`src/rtl/mem_pkg.sv`:
```
// mem_pkg: shared definitions for the data-memory access path.
//   Width codes for MEM-stage accesses, arbiter FSM state encoding and the
//   record of load-lane information carried from issue to data return.
package mem_pkg;

  // Access width codes; 2'b10 is decoded as a word alongside W_WORD.
  localparam logic [1:0] W_BYTE = 2'b00;
  localparam logic [1:0] W_HALF = 2'b01;
  localparam logic [1:0] W_WORD = 2'b11;

  // Arbiter FSM states.
  typedef logic [2:0] state_t;
  localparam state_t S_IDLE = 3'd0;
  localparam state_t S_HALT = 3'd1;
  localparam state_t S_DBG  = 3'd2;
  localparam state_t S_RESP = 3'd3;
  localparam state_t S_HOLD = 3'd4;

  // Load attributes latched at issue, consumed when read data returns.
  typedef struct packed {
    logic [1:0] off;
    logic [1:0] width;
    logic       sign;
  } ld_lane_t;

  // Both 2'b11 and 2'b10 select a full word.
  function automatic logic is_word(input logic [1:0] w);
    return w[1];
  endfunction

endpackage

```
`src/rtl/dmem_lane_format.sv`:
```
// dmem_lane_format: combinational byte-lane formatting.
//   Store side: byte enables and lane-replicated write data, misalign check.
//   Load side : selects the addressed lane of rdata and sign/zero extends it.
// Ports:
//   width     in  access width code (mem_pkg W_*)
//   sign      in  1 = sign-extend loads
//   off       in  byte offset within the word (addr[1:0])
//   wdata     in  store data, low bits significant
//   rdata     in  raw memory read word
//   be        out byte enables for a store (0 when misaligned)
//   wdata_rep out write data replicated across lanes
//   misalign  out half on odd address or word on non-zero offset
//   load_data out extracted and extended load value
module dmem_lane_format
  import mem_pkg::*;
#(
  parameter int NB_DATA = 32,
  parameter int NB_BE   = NB_DATA / 8
) (
  input  logic [1:0]         width,
  input  logic               sign,
  input  logic [1:0]         off,
  input  logic [NB_DATA-1:0] wdata,
  input  logic [NB_DATA-1:0] rdata,
  output logic [NB_BE-1:0]   be,
  output logic [NB_DATA-1:0] wdata_rep,
  output logic               misalign,
  output logic [NB_DATA-1:0] load_data
);

  logic [7:0]  byte_sel;
  logic [15:0] half_sel;

  assign byte_sel = rdata[{off, 3'b000} +: 8];
  assign half_sel = rdata[{off[1], 4'b0000} +: 16];

  always_comb begin
    misalign  = is_word(width) ? (off != 2'b00) : ((width == W_HALF) && off[0]);
    be        = '1;
    wdata_rep = wdata;
    load_data = rdata;
    if (!is_word(width)) begin
      if (width == W_HALF) begin
        be        = NB_BE'(3) << {off[1], 1'b0};
        wdata_rep = {(NB_BE/2){wdata[15:0]}};
        load_data = {{(NB_DATA-16){sign & half_sel[15]}}, half_sel};
      end else begin
        be        = NB_BE'(1) << off;
        wdata_rep = {NB_BE{wdata[7:0]}};
        load_data = {{(NB_DATA-8){sign & byte_sel[7]}}, byte_sel};
      end
    end
    // A misaligned access never writes any lane.
    if (misalign) be = '0;
  end

endmodule

```
`src/rtl/dmem_access_arbiter.sv`:
```
// dmem_access_arbiter: owner of the data-memory port behind EX/MEM.
//   The MEM stage uses the port while idle. A debug request halts the
//   pipeline, lets any in-flight MEM read return, runs one debug access per
//   request (optionally held halted for bursts), then releases the pipeline.
// Ports:
//   clk, i_reset                 clock, async active-high reset
//   i_halt                       external program halt, ORed into o_halt
//   i_memRead/i_memWrite         MEM-stage load/store
//   i_width, i_sign_flag         access width code, load sign-extend
//   i_addr, i_wdata              MEM-stage byte address, store data
//   i_dbg_req/we/hold            debug request, write, keep halted after ack
//   i_dbg_addr, i_dbg_wdata      debug word address, debug write data
//   o_dbg_ack, o_dbg_rdata       completion pulse, debug read data
//   o_halt                       pipeline stall
//   o_mem_en/be/addr/wdata       memory port request
//   i_mem_rdata                  memory read data (1-cycle latency)
//   o_load_data                  formatted MEM-stage load result
//   o_misalign                   misaligned MEM-stage access pulse
module dmem_access_arbiter
  import mem_pkg::*;
#(
  parameter int NB_DATA = 32,
  parameter int NB_BE   = NB_DATA / 8
) (
  input  logic               clk,
  input  logic               i_reset,
  input  logic               i_halt,
  input  logic               i_memRead,
  input  logic               i_memWrite,
  input  logic [1:0]         i_width,
  input  logic               i_sign_flag,
  input  logic [NB_DATA-1:0] i_addr,
  input  logic [NB_DATA-1:0] i_wdata,
  input  logic               i_dbg_req,
  input  logic               i_dbg_we,
  input  logic               i_dbg_hold,
  input  logic [NB_DATA-1:0] i_dbg_addr,
  input  logic [NB_DATA-1:0] i_dbg_wdata,
  output logic               o_dbg_ack,
  output logic [NB_DATA-1:0] o_dbg_rdata,
  output logic               o_halt,
  output logic               o_mem_en,
  output logic [NB_BE-1:0]   o_mem_be,
  output logic [NB_DATA-1:0] o_mem_addr,
  output logic [NB_DATA-1:0] o_mem_wdata,
  input  logic [NB_DATA-1:0] i_mem_rdata,
  output logic [NB_DATA-1:0] o_load_data,
  output logic               o_misalign
);

  state_t               state_q, state_d;
  logic                 halt_q;
  logic                 ack_q;
  logic                 we_q;
  logic [NB_DATA-1:0]   rdata_q;
  ld_lane_t             lane_q;

  logic [NB_BE-1:0]     st_be;
  logic [NB_DATA-1:0]   st_wdata;
  logic                 st_misalign;
  logic [NB_DATA-1:0]   st_load_unused;
  logic [NB_BE-1:0]     ld_be_unused;
  logic [NB_DATA-1:0]   ld_wdata_unused;
  logic                 ld_misalign_unused;
  logic [1:0]           dbg_off_unused;

  // Debug addresses are word addresses; the byte offset is dropped.
  assign dbg_off_unused = i_dbg_addr[1:0];

  // Store path: formatting from the live MEM-stage inputs.
  dmem_lane_format #(.NB_DATA(NB_DATA), .NB_BE(NB_BE)) u_st_fmt (
    .width     (i_width),
    .sign      (i_sign_flag),
    .off       (i_addr[1:0]),
    .wdata     (i_wdata),
    .rdata     (i_mem_rdata),
    .be        (st_be),
    .wdata_rep (st_wdata),
    .misalign  (st_misalign),
    .load_data (st_load_unused)
  );

  // Load path: formatting from the attributes latched when the load issued.
  dmem_lane_format #(.NB_DATA(NB_DATA), .NB_BE(NB_BE)) u_ld_fmt (
    .width     (lane_q.width),
    .sign      (lane_q.sign),
    .off       (lane_q.off),
    .wdata     ('0),
    .rdata     (i_mem_rdata),
    .be        (ld_be_unused),
    .wdata_rep (ld_wdata_unused),
    .misalign  (ld_misalign_unused),
    .load_data (o_load_data)
  );

  always_comb begin
    state_d = state_q;
    case (state_q)
      S_IDLE:  if (i_dbg_req) state_d = S_HALT;
      S_HALT:  state_d = S_DBG;
      S_DBG:   state_d = S_RESP;
      S_RESP:  state_d = i_dbg_hold ? S_HOLD : S_IDLE;
      S_HOLD: begin
        if (i_dbg_req)       state_d = S_DBG;
        else if (!i_dbg_hold) state_d = S_IDLE;
      end
      default: state_d = S_IDLE;
    endcase
  end

  // Port mux. HALT, RESP and HOLD leave the port idle so the read that
  // was in flight (or the debug read) returns without a new request.
  always_comb begin
    o_mem_en    = 1'b0;
    o_mem_be    = '0;
    o_mem_addr  = '0;
    o_mem_wdata = '0;
    o_misalign  = 1'b0;
    case (state_q)
      S_IDLE: begin
        if (i_memRead || i_memWrite) begin
          o_misalign = st_misalign;
          o_mem_en   = !st_misalign;
          o_mem_addr = {i_addr[NB_DATA-1:2], 2'b00};
          if (i_memWrite) begin
            o_mem_be    = st_be;
            o_mem_wdata = st_wdata;
          end
        end
      end
      S_DBG: begin
        o_mem_en    = 1'b1;
        o_mem_be    = i_dbg_we ? '1 : '0;
        o_mem_addr  = {i_dbg_addr[NB_DATA-1:2], 2'b00};
        o_mem_wdata = i_dbg_we ? i_dbg_wdata : '0;
      end
      default: ;
    endcase
  end

  always_ff @(posedge clk or posedge i_reset) begin
    if (i_reset) begin
      state_q <= S_IDLE;
      halt_q  <= 1'b0;
      ack_q   <= 1'b0;
      we_q    <= 1'b0;
      rdata_q <= '0;
      lane_q  <= '0;
    end else begin
      state_q <= state_d;
      halt_q  <= (state_d != S_IDLE);
      ack_q   <= (state_d == S_RESP);
      if (state_q == S_DBG) we_q <= i_dbg_we;
      if ((state_q == S_RESP) && !we_q) rdata_q <= i_mem_rdata;
      if ((state_q == S_IDLE) && i_memRead && !st_misalign)
        lane_q <= '{off: i_addr[1:0], width: i_width, sign: i_sign_flag};
    end
  end

  // Debug read data arrives in the ack cycle; pass it through then and
  // hold the captured copy afterwards.
  assign o_dbg_rdata = (ack_q && !we_q) ? i_mem_rdata : rdata_q;
  assign o_dbg_ack   = ack_q;
  assign o_halt      = i_halt | halt_q;

endmodule

```
`config.mk`:
```
export PLATFORM = sky130hd
export DESIGN_NAME = dmem_access_arbiter
export DESIGN_NICKNAME = d
export VERILOG_FILES = /design/src/rtl/mem_pkg.sv /design/src/rtl/dmem_lane_format.sv /design/src/rtl/dmem_access_arbiter.sv
export SDC_FILE = /design/constraint.sdc
export NUM_CORES = 1
export LEC_CHECK = 0
export CAP_MARGIN = 20
export CELL_PAD_IN_SITES_DETAIL_PLACEMENT = 0
export CELL_PAD_IN_SITES_GLOBAL_PLACEMENT = 1
export CORE_ASPECT_RATIO = 0.75
export CORE_MARGIN = 4
export CORE_UTILIZATION = 23
export DETAILED_ROUTE_END_ITERATION = 12
export PLACE_DENSITY = 0.83
export SYNTH_ARGS = -nofsm -noshare
export SYNTH_HDL_FRONTEND = slang
export SYNTH_SLANG_ARGS = --single-unit
```
`constraint.sdc`:
```
create_clock -name clk -period 1.97 [get_ports clk]
set_input_delay 0.2955 -clock clk [delete_from_list [all_inputs] [get_ports clk]]
set_output_delay 0.2955 -clock clk [all_outputs]
set_load 0.1 [all_outputs]
```
* Word-level counts from Yosys, hierarchy flattened *
Cells that the tools add are included.

word-level totals
  output and inout port bits = 136
  bits in registers = 43

operators by class
  bitwise operators = 3
  reduce and logical (&&, ||, !) cells = 11
  shift operators = 4
  muxes and demuxes = 28
  equal/unequal tests = 7

operators by type and width
  cell                                              count
  2-to-1 mux 32 bit                                 9
  one-hot mux 32 bit (2 select lines)               2
  indexed part select 32 x 6 -> 16 bit              1
  indexed part select 32 x 6 -> 8 bit               1
  2-to-1 mux 4 bit                                  6
  one-hot mux 3 bit (5 select lines)                1
  2-to-1 mux 3 bit                                  4
  == test 3 x 2 -> 1 bit (second input constant)    3
  one-hot mux 4 bit (2 select lines)                1
  logical AND 1 bit                                 5
  == test 2 x 1 -> 1 bit (second input constant)    2
  2-to-1 mux 1 bit                                  4
  left shift 1 x 2 -> 4 bit (first input constant)  1
  left shift 2 x 2 -> 4 bit (first input constant)  1
  == test 3 x 1 -> 1 bit (second input constant)    1
  == test 3 bit (second input constant)             1
  logical NOT 3 bit                                 1
  nonzero test 3 bit                                1
  bitwise AND 1 bit                                 2
  logical NOT 1 bit                                 2
  one-hot mux 1 bit (2 select lines)                1
  nonzero test 2 bit                                1
  logical OR 1 bit                                  1
  OR 1 bit                                          1

* Logic depth before layout (Yosys ltp) *
  depth after elaboration = 7
  depth in mapped cells = 6

* Cells and area by module *
From an unflattened synthesis, not the netlist that was laid out.

second synthesis, totals
  cells, all modules = 570
  area total of the unflattened synthesis = 4998.5 µm²

modules (own cells, without submodules)
  module               seq. area each (µm²)  cells each  times used  area each (µm²)
  dmem_access_arbiter  1076.0                234         1           2866.5
  dmem_lane_format     0.0                   168         2           1066.0

* Worst setup path after synthesis *
Ideal clock, no wire load.

  kind = register to output
  start = register state_q[0]
  end = output port o_mem_be[2]
  setup slack = -1.792 ns
  data required time = 1.674 ns
  path buffers = 2
  cell stages (with the launch flop) = 5
  arrival time = 3.467 ns
  path through = dfrtp_1 > buf_6 > or4b_4 > buf_6 > o31ai_1

on the way
  word-level cells in the longest chain between the ends = 2
  elaborated cells on any way between the ends = 3
  those cells by class = eq/ne: 1; mux: 1; reduce/logical: 1

RTL lines
  item                                                                line                        RTL
  start: declaration                                                  dmem_access_arbiter.sv:51   state_t state_q, state_d;
  start signal: assignment                                            dmem_access_arbiter.sv:150  state_q <= state_d;
  == test 3 x 2 -> 1 bit / logical NOT 3 bit (equally long branches)  dmem_access_arbiter.sv:119  case (state_q)
  one-hot mux 4 bit (2 select lines) (*)                              dmem_access_arbiter.sv:119
  end: declaration                                                    dmem_access_arbiter.sv:43   output logic [NB_BE-1:0] o_mem_be,

Mark *: on every way between the ends. The rest lies on a longest branch, timed or not.

* Worst setup path in the final report *
Ends and elaborated chain as after synthesis.

==> qor.yml <==
status:
  status: "finished, violations left"
  violations: "setup timing"
place:
  dpl.hpwl_um: 16500
  port_buffers: 302
  placed_cells: 948
  gp_congestion: 0.849
clock_tree:
  cts_tree: "built"
  cts_buffers: 5
  htreeDepth: 2
  cts.sinks: 43
  cts_hold_buf: 0
  clkLatencyLatePin_ps: 290
  clock_path_buffers: 2
  cts_root_buffer: "clkbuf_16"
  clk_pin_slew_ps: 70
final_layout:
  final_cells: 983
  syn2layout_area_growth_pct: 179
  final_nets: 942
  ff_latch_area_mm2: 0.00108
  fillers: 1173
  multi_input_area_mm2: 0.00364
  drive_gt1_frac: 0.589
synth:
  netlist_top_cells_count: "mux2_2, dfrtp_1, a22o_1, buf_2, nand2_1"
  ys_ff_latch: 43
  ys_types: 44
  synth.area.top_cells: "dfrtp_1, mux2_2, a22o_1, a32o_1, mux2i_1"
  synth_cells: 396
  ys_seq_area_frac: 0.279
  synth_area_per_cell_um2: 9.75
  synthMostInstantiatedCell: "mux2_2"
  synth_enable_flop_cells: 0
  synthArstFlopShare: 1.00
  synth_top_cell_area_share: 0.279
  synth_flop_cell: "dfrtp_1"
  yosys_warnings: 0
  netlist_area_mm2: 0.00386
  yosys.area.top_type: "dfrtp_1"
floorplanning:
  io_pins: 307
  initial_core_util: 0.238
  num_rows: 40
  die_h_um: 120
  die_w_um: 158
  fp.dieArea_mm2: 0.0189
  core-area_mm2: 0.0162
sta:
  period_share: 1.14
  setup_slack_ps: -273
  rsz0062_at_grt: "true"
  finalSetupViolations: 131
  max_freq_mhz: 446
  tightest_slew_ps: 508
  hold_viol_final: 0
  fin_crit_ps: 2240
  fin_skew_ps: 8.38
  slew_headroom: 0.661
  drv_slew: 0
worst_setup_path:
  cp-end-kind: "output pin"
  crit_chain: "or4b_4 -> buf_6 -> o31ai_4 -> buf_12"
  timing.critical_path.required_ps: 1670
  crit_type: "register to output pin"
  r2r_end: "rdata_q[8]"
  critPathSlowestCell: "or4b_4"
  arrival_ps: 1950
  start_kind: "register"
  r2r_start: "state_q[1]"
  reg2regPathDepth: 6
  reg2reg_slack_ps: 260
  cpPeakStageDelay_ps: 610
  cp_max_fo: 5
grt:
  overflow: 0
  grt_pass1_wl_um: 31400
  grt_usage: 0.211
  grt_max_degree: 44
  grt_pass1_vias: 5392
  antenna_found_initial: 1
routing:
  post_drt_wl_per_cell_um: 21.7
  drc_errors: 0
  dr.pass1.iters: 6
  first_iter_violations: 195
  routed-via-count: 4995
  drt-total-wl_um: 21300
  viasPerCell: 5.08
  ant_nets: 0
flow_run:
  max_cap_viol_count: 0
worst_hold_path:
  hold_path.class: "primary input to asynchronous set/reset pin"
[per-layer routing]
metal / wire length, um / GRT usage / share of wire
met1: 8250 / 0.250 / 0.39
met4: 441 / 0.0489 / 0.021
met3: 1290 / 0.0440 / 0.060
met2: 11300 / 0.390 / 0.53
met5: 0 / 0 / 0
[how the worst max path moves through the flow]
stage,startpoint,to,slack (ps),depth (start not counted)
detailed placement,i_memWrite,o_mem_be[3],-350,5
CTS,state_q[0],o_mem_be[2],-270,4
floorplan,state_q[0],o_mem_be[1],-590,4
finish,state_q[0],o_mem_be[2],-270,4
global placement,i_memWrite,o_mem_be[3],-290,5
global route,state_q[0],o_mem_be[2],-340,4
[worst max-delay path, delay by kind of cell, from the launching register on]
family          cells  cell delay [ps]
buf+inv             2              370
compound gates      1              250
flops               1              420
simple gates        1              610
[stage by stage]
stage | worst slack (ps) | area, um2 | util | hold slack, ps | TNS, ps
3_3_place_gp | -293 | 9700 | 0.598 | 485 | -11110
3_5_place_dp | -354 | 9700 | 0.598 | 496 | -13170
6_report | -273 | 10800 | 0.664 | 359 | -18610
5_1_grt | -335 | 10800 | 0.664 | 386 | -27440
2_1_floorplan | -586 | 4550 | - | 412 | -5570
4_1_cts | -267 | 10500 | 0.648 | 372 | -21080
[sequential cells by signal (all words and copies together) (netlist names)]
name	flops
rdata_q	32
lane_q	5
state_q	3
halt_q	1
o_dbg_ack	1
we_q	1
[layout make-up]
class | count | area share
multi-input cells | 307 | 0.338
clock inverters | 2 | 0.00558
flip-flops and latches | 43 | 0.100
inverters | 5 | 0.00197
clock buffers | 6 | 0.0120
diodes | 1 | 0.000232
repair buffers | 409 | 0.518
well taps | 210 | 0.0244
[kinds of logic (layout without fill, tap and decap cells)]
group	count (synthesis)	after routing	share of synthesized area
buffers and inverters	47	422	0.0619
other	1	3	0.000971
muxes	86	86	0.248
xor gates and xnor gates	2	2	0.00454
DFF	43	43	0.279
AOI/OAI and AO/OA	130	130	0.277
and+or+nand+nor	87	87	0.129
[layout by cell type, fill, tap and decap left out, types with 5 or more instances in the layout]
cell type and instances:
mux2i_1 8, clkdlybuf4s50_1 162, buf_8 5, nand2b_1 16
and2_1 7, dlygate4sd2_1 6, a22o_4 21, mux2_2 34
nor3_2 5, a21oi_1 7, buf_12 148, dfrtp_1 40
nand2_1 23, a32o_4 16, a22o_2 16, nor2_1 6
buf_4 68, nor2b_1 8, buf_6 12, o21ai_4 17
a211o_1 8, mux2i_4 6, a221o_2 15, o2bb2ai_4 5
clkbuf_16 9, mux2_4 34
[what timing repair did]
action                     CTS  global route
resized for setup           82            24
gates cloned                 6             4
setup endpoints to repair  106           132
pin swaps                    9             4
buffers inserted             7             9
Power is left out: the tool's default activity adds up to more than one toggle a clock period on the data nets, which glitch-free logic cannot reach.
